[config.mk]
export PLATFORM = sky130hd
export DESIGN_NAME = pico_versat
export DESIGN_NICKNAME = d
export VERILOG_FILES = /design/src/rtl/pico_versat.sv
export SDC_FILE = /design/constraint.sdc
export NUM_CORES = 1
export LEC_CHECK = 0
export BUFFER_PORTS_ARGS = -buffer_cell sky130_fd_sc_hd__buf_4
export CAP_MARGIN = 20
export CORE_ASPECT_RATIO = 1.1
export CORE_MARGIN = 5
export CORE_UTILIZATION = 45
export CTS_CLUSTER_DIAMETER = 40
export DETAILED_ROUTE_END_ITERATION = 16
export HOLD_SLACK_MARGIN = 0.03
export SLEW_MARGIN = 30
export SYNTH_ARGS = -nofsm -noshare
export SYNTH_HDL_FRONTEND = slang
export SYNTH_SLANG_ARGS = --single-unit
[constraint.sdc]
create_clock -name clk -period 10 [get_ports clk]
set_input_delay 0 -clock clk [delete_from_list [all_inputs] [get_ports clk]]
set_output_delay 0 -clock clk [all_outputs]
set_load 0.03 [all_outputs]
[src/rtl/pico_versat.sv]
// pico_versat: 8-bit accumulator controller executing one instruction per cycle
module pico_versat #(
  parameter int DATA_W = 8,
  parameter int OPCODESZ = 4,
  parameter int IMM_W = 8,
  parameter int INSTR_W = OPCODESZ + IMM_W,
  parameter int INT_ADDR_W = 8,
  parameter int IADDR_W = 9
)(
  input  logic                  clk,
  input  logic                  rst,
  output logic [IADDR_W:0]      pc,
  input  logic                  instr_valid,
  input  logic [INSTR_W-1:0]    instruction,
  output logic                  rw_req,
  output logic                  rw_rnw,
  output logic [INT_ADDR_W-1:0] rw_addr,
  input  logic [DATA_W-1:0]     data_to_rd,
  output logic [DATA_W-1:0]     data_to_wr
);
  localparam logic [OPCODESZ-1:0] ADDI = 1, ADD = 2, SUB = 3, LDI = 4, RDW = 5, WRW = 6,
                                  AND = 7, XOR = 8, MUL = 9, BEQI = 12, BNEQI = 13, JMPI = 14;
  logic [INSTR_W-1:0]  instruction_int2, instruction_reg;
  logic [OPCODESZ-1:0] opcode;
  logic [DATA_W-1:0]   imm, regA, data_to_rd_int;
  logic [2*DATA_W-1:0] regB;
  logic                regC;
  logic [DATA_W:0]     add_res, sub_res;
  logic                mem_op, taken, unused;
  // a stalled cycle is executed as an all-zero NOP word
  assign instruction_int2 = instr_valid ? instruction : '0;
  assign opcode = instruction_int2[INSTR_W-1 -: OPCODESZ];
  assign imm = DATA_W'($signed(instruction_int2[IMM_W-1:0]));
  assign rw_addr = instruction_int2[INT_ADDR_W-1:0];
  assign data_to_rd_int = rw_addr == INT_ADDR_W'(0) ? regA :
                          rw_addr == INT_ADDR_W'(1) ? regB[DATA_W-1:0] :
                          rw_addr == INT_ADDR_W'(2) ? DATA_W'(regC) : data_to_rd;
  assign mem_op = opcode inside {ADD, SUB, RDW, WRW, AND, XOR, MUL};
  assign rw_req = !rst && instr_valid && mem_op && rw_addr >= INT_ADDR_W'(3);
  assign rw_rnw = rst || opcode != WRW;
  assign data_to_wr = regA;
  assign add_res = {1'b0, regA} + {1'b0, opcode == ADDI ? imm : data_to_rd_int};
  // carry out of A + ~D + 1 is the inverted borrow
  assign sub_res = {1'b0, regA} + {1'b0, ~data_to_rd_int} + (DATA_W+1)'(1);
  assign taken = opcode == JMPI || (opcode == BEQI && regA == '0) || (opcode == BNEQI && regA != '0);
  assign unused = ^{instruction_reg, regB[2*DATA_W-1:DATA_W]};
  always_ff @(posedge clk or posedge rst)
    if (rst) begin
      regA <= '0;
      regB <= '0;
      regC <= 1'b0;
      pc <= '0;
      instruction_reg <= '0;
    end else begin
      instruction_reg <= instruction_int2;
      if (instr_valid) pc <= taken ? (IADDR_W+1)'(imm) : pc + (IADDR_W+1)'(1);
      case (opcode)
        ADDI, ADD: {regC, regA} <= add_res;
        SUB: {regC, regA} <= sub_res;
        LDI: regA <= imm;
        RDW: regA <= data_to_rd_int;
        WRW: begin
          if (rw_addr == INT_ADDR_W'(1)) regB <= (2*DATA_W)'(regA);
          if (rw_addr == INT_ADDR_W'(2)) regC <= regA[0];
        end
        AND: regA <= regA & data_to_rd_int;
        XOR: regA <= regA ^ data_to_rd_int;
        MUL: regB <= (2*DATA_W)'(regA) * (2*DATA_W)'(data_to_rd_int);
        default: ;
      endcase
    end
endmodule

==> reports/metrics.csv, run 1 <==
stage,metric,value,unit
outcome,status,finished clean,
worst_setup_path,crit_required,10.14,ns
yosys,ys_seq_area_share,17.6,%
clock_tree,cts_sinks,27,
placed_design,dp_hpwl,8.82,mm
worst_setup_path,crit_buf_inv,6,
clock_tree,clk_latency,0.29,ns
sta,worstMarginPinSlew,0.881,ns
yosys,synthFlopType,dfrtp_1,
placed_design,place.gp.congestion,0.876,
worst_setup_path,worstSetupPathType,input port to flip-flop,
final_layout,diodes,0,
routing,wirelength,11.4,mm
yosys,synthCells,474,
pwr,power_density,244,mW/mm^2
job,cap_viol_max_count,0,
worst_setup_path,reg2reg_to,regB[7]$_DFFE_PP0P_,
yosys,synth-xor-area-share,7.20,%
worst_setup_path,path_common_cell,inv_1,
yosys,synth_edf_count,0,
yosys,synth.area.top_cells,"dfrtp_1, ha_1, fa_1",
global_route,grt_pass1_wl,18.8,mm
sta,setup_tns,0,ns
pwr,combPwrFrac,71.4,%
floorplanning,start_util,45.9,%
floorplanning,coreArea,0.00836,sq mm
pwr,p_clk_share,6.7,%
yosys,yosys.area_share.adder,21.6,%
worst_setup_path,crit_end,regB[7]$_DFFE_PP0P_,
pwr,p_sw_share,49.3,%
clock_tree,path_clk_slew,0.11,ns
sta,max_slew_margin,40.8,%
final_layout,area_growth,13.6,%
global_route,overflow,0,
final_layout,fillers,812,
yosys,avgSynthCellArea,8.10,sq um
yosys,synth_top_area_share,17.6,%
yosys,synth_compound_area_share,23.0,%
routing,drt_iter0_drc,177,
yosys,synth_simple_gate_area_share,19.3,%
sta,finalCritPeriodShare,63.5,%
sta,finalMaxSlewViolations,0,
clock_tree,root_buffer,clkbuf_8,
worst_setup_path,slowest_delay,0.55,ns
worst_setup_path,cp_num_cells,23,
worst_setup_path,crit_slowest_cell,o41a_1,
pwr,cellInternalPower,0.000540,W
final_layout,multiInputGateArea,0.00290,sq mm
yosys,syn_nets,555,
pwr,p_seq_share,21.9,%
routing,dr.pass1.iters,5,
yosys,synth_top_family_by_area,compound AO/OA/AOI/OAI gates,
sta,max_freq,0.157,GHz
worst_setup_path,path_max_fanout,18,
floorplanning,die-width,98.1,microns
worst_setup_path,r2r_cells,20,
clock_tree,numCtsBuffers,3,
final_layout,fin_util,52.1,%
worst_hold_path,holdPathStages,3,
pwr,p_switching,0.000525,W
clock_tree,cts_max_level,1,
pwr,p_leak,2.09,nW
routing,route.detailed.drc,0,
yosys,synth-seq-cells,27,
placed_design,io_buffers,50,
worst_setup_path,crit_chain,dlygate4sd3_1 -> buf_4 -> o41a_1 -> or2_1 -> a31oi_2 -> ha_1 -> inv_1 -> fa_1 -> inv_1 -> ha_1 -> fa_1 -> inv_1 -> fa_1 -> inv_1 -> ha_1 -> nor2_1 -> a21oi_1 -> xnor3_1 -> xnor2_1 -> xnor3_1 -> xnor2_2 -> xnor2_1 -> o221ai_1,
routing,vias_per_cell,5.78,
global_route,grt_pass1_vias,3649,
worst_hold_path,hold_class,input port to flip-flop,
floorplanning,rows,35,
floorplanning,io_pins,51,
yosys,synthArstFlopShare,100,%
routing,wire_per_inst,18.3,microns
clock_tree,tritoncts,yes,
clock_tree,clockBufferDepth,2,
sta,hold_viol,0,
worst_setup_path,crit_arrival,6.50,ns
yosys,yosysWarnings,0,
global_route,grt_max_degree,41,
floorplanning,die-area,0.0105,sq mm
final_layout,regArea,676,sq um
sta,setup_viol,0,
yosys,synth_top_area_cell,dfrtp_1,
worst_setup_path,crit_family,adder cells,
final_layout,nets,593,
global_route,antenna_found_initial,0,
yosys,synth_area,0.00384,sq mm
yosys,synth.area.mux_share,3.91,%
yosys,ys_types,63,
worst_setup_path,timing.rr.start,data_to_wr[3]$_DFFE_PP0P_,
worst_setup_path,startpoint,instruction[4],
final_layout,final_common_cell,buf_4,
global_route,grt_use_total,22.2,%
worst_setup_path,crit_path_start_kind,input port,
pwr,worst_ir_drop_vdd,0.000128,V
routing,drtAntennaViolNets,0,
worst_setup_path,rrSetupSlack,4.31,ns
final_layout,final_cell_mix,"buf_4, inv_1, nor2_1, ha_1, a21oi_1",
floorplanning,die_h,107,microns
final_layout,drive_gt1_share,15.7,%
sta,clock-skew-final,0.00973,ns
sta,min_period,6.35,ns
worst_setup_path,crit_path_end_kind,flip-flop,
clock_tree,cts_resized,0,
sta,rsz0062_at_grt,no,
routing,vias,3593,
## kinds of logic (layout without fill, tap and decap cells)
logic type | Yosys count | in the layout
and+or+nand+nor | 149 | 149
AOI/OAI and AO/OA | 130 | 130
buffers and inverters | 70 | 107
adders and majority gates | 58 | 58
DFF | 27 | 27
xor gates and xnor gates | 26 | 26
muxes | 14 | 14
## sequential cells by signal, summed over array words and instances (netlist names)
| signal | cells |
|---|---|
| data_to_wr | 8 |
| pc | 10 |
| regB | 8 |
| regC | 1 |
## power groups by stage
stage	registers (W)	logic, W	clock network, W
2_1_floorplan	0.000260	0.000544	0
3_3_place_gp	0.000235	0.000755	0
3_5_place_dp	0.000234	0.000760	0
4_1_cts	0.000232	0.000767	0.0000741
5_1_grt	0.000241	0.000858	0.0000788
6_report	0.000233	0.000760	0.0000709
## how the worst min path moves through the flow
stage	from	endpoint	slack, ns
6_report	instruction[5]	pc[5]$_DFFE_PP0P_	0.09
3_3_place_gp	rst	regB[1]$_DFFE_PP0P_	0.13
3_5_place_dp	rst	regB[5]$_DFFE_PP0P_	0.14
2_1_floorplan	rst	data_to_wr[0]$_DFFE_PP0P_	0.07
4_1_cts	instruction[2]	pc[2]$_DFFE_PP0P_	0.09
5_1_grt	instruction[2]	pc[2]$_DFFE_PP0P_	0.11
## cells in the mapped netlist (8+ instances only)
cell type   n
nand3_1    14
nand2_1    34
a21oi_1    42
mux2_2      8
and2_1      9
xnor2_1    15
and3_1      8
nor2_1     46
inv_1      47
fa_1       14
dfrtp_1    27
o21ai_0    23
clkbuf_1   16
ha_1       44
## routing by layer
layer | track usage (%) | share of wire (%)
met5 | 0 | 0
met4 | 6.33 | 2.2
met2 | 37.5 | 49
met1 | 29.8 | 44
met3 | 2.60 | 4.7
## per-stage QoR
| step | power (W) | area (sq um) | hold WS [ns] | setup WS [ns] | cells |
|---|---|---|---|---|---|
| 2_1_floorplan | 0.000804 | 3840 | 0.0665 | 4.48 | 474 |
| 3_3_place_gp | 0.000990 | 4270 | 0.134 | 3.93 | 615 |
| 3_5_place_dp | 0.000995 | 4280 | 0.136 | 3.83 | 615 |
| 4_1_cts | 0.00107 | 4360 | 0.0865 | 3.67 | 622 |
| 5_1_grt | 0.00118 | 4360 | 0.108 | 3.31 | 622 |
| 6_report | 0.00106 | 4360 | 0.0933 | 3.65 | 622 |
## timing repair
item / 4_1_cts / 5_1_grt
buffers inserted: 0 / 0
hold endpoints to repair: 29 / 0
hold buffers: 3 / 0
## area by class of cell
type,instances,share of cell area [%]
Clock buffer,3,0.947
Clock inverter,1,0.172
Inverter,49,4.25
Multi-Input combinational cell,377,66.5
Sequential cell,27,15.5
Tap cell,111,3.18
Timing Repair Buffer,54,9.47
## worst register-to-register path: stages (launching register included)
cell	delay, ns
dfrtp_1	0.69
nor3_1	0.15
a31oi_2	0.42
ha_1	0.27
inv_1	0.07
fa_1	0.54
inv_1	0.04
ha_1	0.31
fa_1	0.54
inv_1	0.05
fa_1	0.52
inv_1	0.04
ha_1	0.30
nor2_1	0.04
a21oi_1	0.11
xnor3_1	0.41
xnor2_1	0.17
xnor3_1	0.45
xnor2_2	0.15
xnor2_1	0.13
o221ai_1	0.13
Note: power is estimated with default switching activity, not from simulation.
==> inputs of run 2 (changes only) <==
==> constraint.sdc (replaced) <==
create_clock -name clk -period 6.2 [get_ports clk]
set_input_delay 0 -clock clk [delete_from_list [all_inputs] [get_ports clk]]
set_output_delay 0 -clock clk [all_outputs]
set_load 0.03 [all_outputs]
==> reports/metrics.csv, run 2 (same netlist as run 1, synthesis figures left out) <==
stage,metric,value,unit,change
routing,drt_iter0_drc,163,,-7.9%
sta,setup_ws,0.338,ns,-3.31 ns
final_layout,final_common_cell,buf_4,,
worst_setup_path,worstSetupPathType,input port to flip-flop,,
outcome,status,finished clean,,
floorplanning,start_util,45.9,%,unchanged
worst_setup_path,crit_arrival,6.01,ns,-0.49 ns
placed_design,io_buffers,50,,unchanged
sta,worstMarginPinSlew,0.973,ns,+0.0917 ns
routing,route.detailed.drc,0,,unchanged
worst_setup_path,slowest_delay,0.60,ns,+0.05 ns
sta,clock-skew-final,0.00865,ns,-0.00108 ns
final_layout,final_cell_mix,"buf_4, inv_1, nor2_1, ha_1, a21oi_1",,
routing,vias,3745,,+4.2%
global_route,grt_use_total,23.1,%,+0.93 points
global_route,antenna_found_initial,0,,unchanged
floorplanning,rows,35,,unchanged
final_layout,multiInputGateArea,0.00292,sq mm,+0.69%
pwr,power_density,394,mW/mm^2,+61%
worst_setup_path,crit_path_end_kind,flip-flop,,
final_layout,regMostFlops,pc,,
sta,setup_tns,0,ns,unchanged
global_route,grt_pass1_wl,19.3,mm,+3.1%
global_route,overflow,0,,unchanged
clock_tree,cts_sinks,27,,unchanged
worst_hold_path,hold_class,input port to flip-flop,,
placed_design,place.gp.congestion,0.940,,+7.4%
sta,setup_viol,0,,unchanged
sta,finalMaxSlewViolations,0,,unchanged
worst_setup_path,crit_required,6.35,ns,-3.79 ns
worst_setup_path,path_max_fanout,7,,-11
placed_design,place_ws,0.376,ns,-3.46 ns
final_layout,regArea,676,sq um,unchanged
worst_setup_path,crit_chain,dlygate4sd3_1 -> buf_4 -> o41a_1 -> or4b_4 -> a22oi_1 -> a21oi_1 -> inv_1 -> nor2_1 -> ha_1 -> ha_1 -> fa_1 -> inv_1 -> fa_1 -> inv_1 -> ha_1 -> nor2_1 -> a21oi_1 -> xnor3_1 -> xnor2_1 -> xnor3_1 -> xnor2_2 -> xnor2_1 -> o221ai_1,,
final_layout,fin_area,0.00452,sq mm,+3.7%
clock_tree,clk_latency,0.29,ns,about the same
sta,min_period,5.86,ns,
final_layout,area_growth,17.8,%,
floorplanning,die-area,0.0105,sq mm,unchanged
placed_design,dpl.cell_count,631,,+2.6%
clock_tree,numCtsBuffers,3,,unchanged
final_layout,nets,612,,+3.2%
sta,rsz0062_at_grt,no,,
pwr,worst_ir_drop_vdd,0.000206,V,+61%
sta,max_freq,0.171,GHz,
clock_tree,path_clk_slew,0.11,ns,about the same
worst_setup_path,crit_buf_inv,5,,-1
clock_tree,tritoncts,yes,,
final_layout,drive_gt1_share,18.7,%,+3.0 points
clock_tree,clockBufferDepth,2,,unchanged
worst_setup_path,crit_slowest_cell,or4b_4,,
sta,hold_viol,0,,unchanged
routing,wire_per_inst,18.8,microns,+2.3%
global_route,grt_pass1_vias,3679,,+0.82%
routing,dr.pass1.iters,4,,-1
floorplanning,io_pins,51,,unchanged
sta,max_slew_margin,34.6,%,-6.2 points
placed_design,dp_hpwl,9.45,mm,+7.2%
routing,drtAntennaViolNets,0,,unchanged
final_layout,fillers,832,,+2.5%
final_layout,final_cells,641,,+3.1%
global_route,grt_max_degree,30,,-27%
final_layout,diodes,0,,unchanged
floorplanning,die-width,98.1,microns,unchanged
floorplanning,coreArea,0.00836,sq mm,unchanged
sta,finalCritPeriodShare,94.5,%,
worst_setup_path,crit_path_start_kind,input port,,
job,cap_viol_max_count,0,,unchanged
worst_setup_path,crit_family,adder cells,,
final_layout,largest_reg_flops,10,,unchanged
clock_tree,cts_max_level,1,,unchanged
routing,vias_per_cell,5.84,,+1.1%
pwr,p_leak,2.19,nW,+4.7%
floorplanning,die_h,107,microns,unchanged
routing,wirelength,12.0,mm,+5.4%
clock_tree,root_buffer,clkbuf_8,,
placed_design,place_area,0.00440,sq mm,+2.7%
==> run 2: cell count changes in the layout (fill, tap and decap cells not counted) <==
cell	before	now
a31oi_1	4	3
a31oi_4	1	2
nor4b_1	0	1
nor4b_2	1	0
o41ai_2	1	0
buf_4	51	70
o41ai_4	0	1
==> run 2: final cells by class <==
class / instances / area share (%)
clock buffers: 3 / 0.913
clock inverters: 1 / 0.166
multi-input cells: 377 / 64.5
flip-flops and latches: 27 / 14.9
well taps: 111 / 3.07
inverters: 49 / 4.09
repair buffers: 73 / 12.3
==> run 2: final timing paths <==
| check | startpoint | to | slack (ns) | cells past startpoint |
|---|---|---|---|---|
| min | instruction[6] | pc[6]$_DFFE_PP0P_ | 0.08 | 3 |
| max | instruction[4] | regB[7]$_DFFE_PP0P_ | 0.34 | 23 |
| max in group asynchronous | rst | pc[2]$_DFFE_PP0P_ | 5.55 | 4 |
| max reg2reg | regB[4]$_DFFE_PP0P_ | regB[7]$_DFFE_PP0P_ | 0.98 | 19 |
| min reg2reg | regB[0]$_DFFE_PP0P_ | regB[0]$_DFFE_PP0P_ | 0.55 | 2 |
| min in group asynchronous | rst | data_to_wr[1]$_DFFE_PP0P_ | 0.34 | 4 |
==> run 2: timing repair <==
item	in CTS	in global routing
hold endpoints to repair	29	0
buffers inserted	0	3
gates resized for setup	0	3
hold buffers	3	0
setup endpoints to repair	0	1
==> run 2: stage by stage <==
| step | total power, W | util, % | hold slack [ns] |
|---|---|---|---|
| after global placement | 0.00164 | 52.5 | 0.127 |
| after CTS | 0.00179 | 53.5 | 0.0614 |
| after global routing | 0.00196 | 54.1 | 0.116 |
| after detailed placement | 0.00166 | 52.6 | 0.129 |
| final | 0.00178 | 54.1 | 0.0757 |
| after floorplan | 0.00130 | - | 0.0665 |
==> run 2: power breakdown <==
group / switching [W] / total [W] / internal, W
clock network: 0.0000709 / 0.000117 / 0.0000460
registers: 0.0000821 / 0.000327 / 0.000245
logic: 0.000725 / 0.00134 / 0.000614
==> run 2: routing by layer <==
metal	track usage, %	vias to the layer above	share of wire [%]
met5	0	-	0
met1	31.0	1814	44
met4	7.22	0	3.0
li1	-	1787	-
met2	38.3	119	48
met3	3.45	25	5.5
==> run 2: worst register-to-register path: stages, from the launching register on <==
cell and delay [ns]:
dfrtp_1 0.40, nand4_1 0.12, a31oi_2 0.41, nand2_1 0.14
fa_1 0.46, fa_1 0.54, inv_1 0.05, fa_1 0.47
inv_1 0.06, fa_1 0.52, inv_1 0.04, ha_1 0.30
nor2_1 0.05, a21oi_1 0.11, xnor3_1 0.41, xnor2_1 0.17
xnor3_1 0.44, xnor2_2 0.15, xnor2_1 0.13, o221ai_1 0.13
==> inputs of run 3 (changes only) <==
--- a/config.mk
+++ b/config.mk
@@ -5,6 +5,7 @@
 export SDC_FILE = /design/constraint.sdc
 export NUM_CORES = 1
 export LEC_CHECK = 0
+export ABC_AREA = 1
 export BUFFER_PORTS_ARGS = -buffer_cell sky130_fd_sc_hd__buf_4
 export CAP_MARGIN = 20
 export CORE_ASPECT_RATIO = 1.1
==> reports/metrics.csv, run 3 <==
stage,metric,value,unit,change
clock_tree,tritoncts,yes,,
final_layout,diodes,0,,unchanged
clock_tree,root_buffer,clkbuf_8,,
placed_design,io_buffers,50,,unchanged
final_layout,area_growth,14.1,%,
global_route,overflow,0,,unchanged
clock_tree,postCtsSetupRepairBufs,0,,unchanged
routing,drt_iter0_drc,285,,+75%
routing,drtAntennaViolNets,0,,unchanged
sta,max_slew_margin,36.8,%,+2.2 points
global_route,grt_use_total,23.2,%,+0.058 points
floorplanning,die-area,0.0107,sq mm,+2.4%
yosys,synthCells,584,,+23%
yosys,synth.most_common_cell,nand2_1,,
routing,wire_per_inst,16.5,microns,-12%
yosys,synthTopCellsByCount,"nand2_1, inv_1, nor2_1",,
routing,vias,4055,,+8.3%
worst_setup_path,crit_buf_inv,9,,+4
yosys,syn_nets,665,,+20%
routing,vias_per_cell,5.43,,-7.1%
clock_tree,cts_sinks,27,,unchanged
worst_setup_path,crit_family,adder cells,,
final_layout,largest_reg_flops,10,,unchanged
final_layout,final_common_cell,nand2_1,,
final_layout,final_cell_mix,"nand2_1, inv_1, buf_4, nor2_1, ha_1",,
floorplanning,die-width,99.3,microns,+1.2%
routing,wirelength,12.3,mm,+2.6%
global_route,antenna_found_initial,0,,unchanged
worst_setup_path,crit_path_start_kind,input port,,
yosys,yosysWarnings,0,,unchanged
yosys,ys_types,47,,-25%
sta,setup_tns,0,ns,unchanged
clock_tree,clockBufferDepth,2,,unchanged
sta,worstMarginPinSlew,0.943,ns,-0.0303 ns
sta,finalCritPeriodShare,87.9,%,-6.6 points
worst_setup_path,path_max_fanout,11,,+4
job,cap_viol_max_count,0,,unchanged
worst_setup_path,crit_slowest_cell,dlygate4sd3_1,,
outcome,status,finished clean,,
yosys,synth_area,0.00394,sq mm,+2.7%
clock_tree,path_clk_slew,0.11,ns,about the same
clock_tree,clk_latency,0.28,ns,about the same
sta,clock-skew-final,0.00251,ns,-0.00614 ns
worst_setup_path,crit_required,6.39,ns,+0.04 ns
final_layout,drive_gt1_share,15.3,%,-3.4 points
floorplanning,io_pins,51,,unchanged
worst_setup_path,crit_path_end_kind,flip-flop,,
worst_hold_path,hold_class,input port to flip-flop,,
yosys,ys_seq_area_share,17.1,%,-0.46 points
global_route,grt_pass1_vias,3843,,+4.5%
sta,hold_viol,0,,unchanged
yosys,synth-seq-cells,27,,unchanged
routing,dr.pass1.iters,5,,+1
floorplanning,die_h,108,microns,+1.2%
floorplanning,start_util,46.7,%,+0.75 points
pwr,worst_ir_drop_vdd,0.000201,V,-2.7%
floorplanning,coreArea,0.00845,sq mm,+1.0%
yosys,synthFlopType,dfrtp_1,,
sta,rsz0062_at_grt,no,,
yosys,avgSynthCellArea,6.75,sq um,-17%
yosys,synthArstFlopShare,100,%,unchanged
global_route,grt_max_degree,30,,unchanged
global_route,grt_pass1_wl,19.8,mm,+2.6%
sta,min_period,5.45,ns,-0.411 ns
final_layout,regMostFlops,pc,,
sta,finalMaxSlewViolations,0,,unchanged
sta,setup_viol,0,,unchanged
pwr,p_leak,2.45,nW,+12%
pwr,power_density,416,mW/mm^2,+5.6%
yosys,synth_edf_count,0,,unchanged
routing,route.detailed.drc,0,,unchanged
placed_design,place.gp.congestion,0.952,,+1.2%
clock_tree,numCtsBuffers,3,,unchanged
yosys,synth.area.top_cells,"dfrtp_1, ha_1, nand2_1",,
floorplanning,rows,35,,unchanged
clock_tree,cts_max_level,1,,unchanged
worst_setup_path,slowest_delay,0.54,ns,-0.06 ns
yosys,synth_top_area_cell,dfrtp_1,,
placed_design,dp_hpwl,10.0,mm,+5.9%
worst_setup_path,worstSetupPathType,input port to flip-flop,,
worst_setup_path,crit_arrival,5.64,ns,-0.37 ns
final_layout,nets,718,,+17%
pwr,power.total,0.00187,W,+5.0%
yosys,synth_top_area_share,17.1,%,-0.46 points
worst_setup_path,path_common_cell,nand2_1,,
sta,max_freq,0.183,GHz,+7.5%
[run 3: cell count changes in the layout (fill, tap and decap cells not counted), sizes merged, moves of 7 or more]
cell	previous run	this run
o22ai	0	7
o21bai	7	0
o21ai	23	44
buf	70	54
nand2	34	140
nor2	46	58
and2	10	0
a21oi	44	19
inv	47	115
nor2b	7	0
and3	8	0
mux2	8	0
nand3	14	35
xnor2	16	2
[run 3: final cells by class]
| cell class | count | area, sq um |
|---|---|---|
| fillers | 883 | 3950 |
| inverters | 116 | 438 |
| multi-input cells | 433 | 2780 |
| clock buffers | 4 | 45.0 |
| well taps | 111 | 139 |
| repair buffers | 56 | 425 |
| flip-flops and latches | 27 | 676 |
[run 3: final timing paths]
| path | from | slack (ns) | depth (start not counted) | to |
|---|---|---|---|---|
| setup / recovery | instruction[2] | 0.75 | 33 | regB[7]$_DFFE_PP0P_ |
| hold / removal | instruction[5] | 0.03 | 5 | pc[5]$_DFFE_PP0P_ |
| setup reg to reg | data_to_wr[2]$_DFFE_PP0P_ | 1.18 | 27 | regB[7]$_DFFE_PP0P_ |
| hold reg to reg | regB[7]$_DFFE_PP0P_ | 0.51 | 2 | regB[7]$_DFFE_PP0P_ |
| max in group asynchronous | rst | 5.55 | 4 | data_to_wr[2]$_DFFE_PP0P_ |
| min in group asynchronous | rst | 0.35 | 4 | regB[3]$_DFFE_PP0P_ |
[run 3: where the power goes]
group	leakage (nW)	internal, W	switching, W
combinational	2.10	0.000530	0.000900
clock	0.0228	0.0000464	0.0000672
sequential	0.328	0.000242	0.0000865
total	2.45	0.000818	0.00105
[run 3: logic make-up after synthesis]
family	after synthesis	share of synthesized area, %
AND/OR/NAND/NOR	253	29.2
buffers and inverters	124	12.4
XOR/XNOR	13	2.89
flip-flops	27	17.1
AO/OA/AOI/OAI	109	17.3
adder cells (fa/ha/maj)	58	21.1
[run 3: timing repair]
action | in CTS | in global routing
hold buffers | 2 | 0
hold endpoints to repair | 28 | 0
gates resized for setup | 0 | 0
[run 3: metrics by stage]
stage	worst slack, ns	instance area, sq um	hold slack [ns]	util [%]	instances
6_report	0.749	4500	0.0313	53.2	747
5_1_grt	0.338	4500	0.0725	53.2	747
4_1_cts	0.772	4500	0.0345	53.2	747
3_5_place_dp	0.589	4440	0.123	52.5	741
3_3_place_gp	0.745	4440	0.115	52.5	741
2_1_floorplan	1.55	3940	0.0697	-	584
[run 3: layer usage]
layer | up-vias | share of wire, % | global-route usage (%) | wire (microns)
met5 | - | 0 | 0 | 0
met4 | 0 | 1.9 | 4.98 | 231
met3 | 21 | 6.5 | 2.39 | 806
met2 | 154 | 45 | 38.8 | 5600
met1 | 1862 | 46 | 32.4 | 5700
li1 | 2018 | - | - | -
[run 3: worst reg2reg max path, cell delays in order (launching register included)]
cell and delay, ns:
dfrtp_1 0.62, inv_1 0.25, nand2_2 0.14, nand2_1 0.22, inv_1 0.17, nand2_1 0.08
fa_1 0.39, fa_1 0.54, inv_1 0.05, fa_1 0.47, inv_1 0.06, fa_1 0.52
inv_1 0.04, ha_1 0.31, a21oi_1 0.19, inv_1 0.06, nand2_1 0.05, nand2_1 0.06
nand4_1 0.08, nand2_1 0.08, nand2_1 0.09, inv_1 0.04, nor2_1 0.08, nand2_1 0.07
nand3_1 0.08, nand3_1 0.07, nand2_1 0.06, nand2_1 0.05
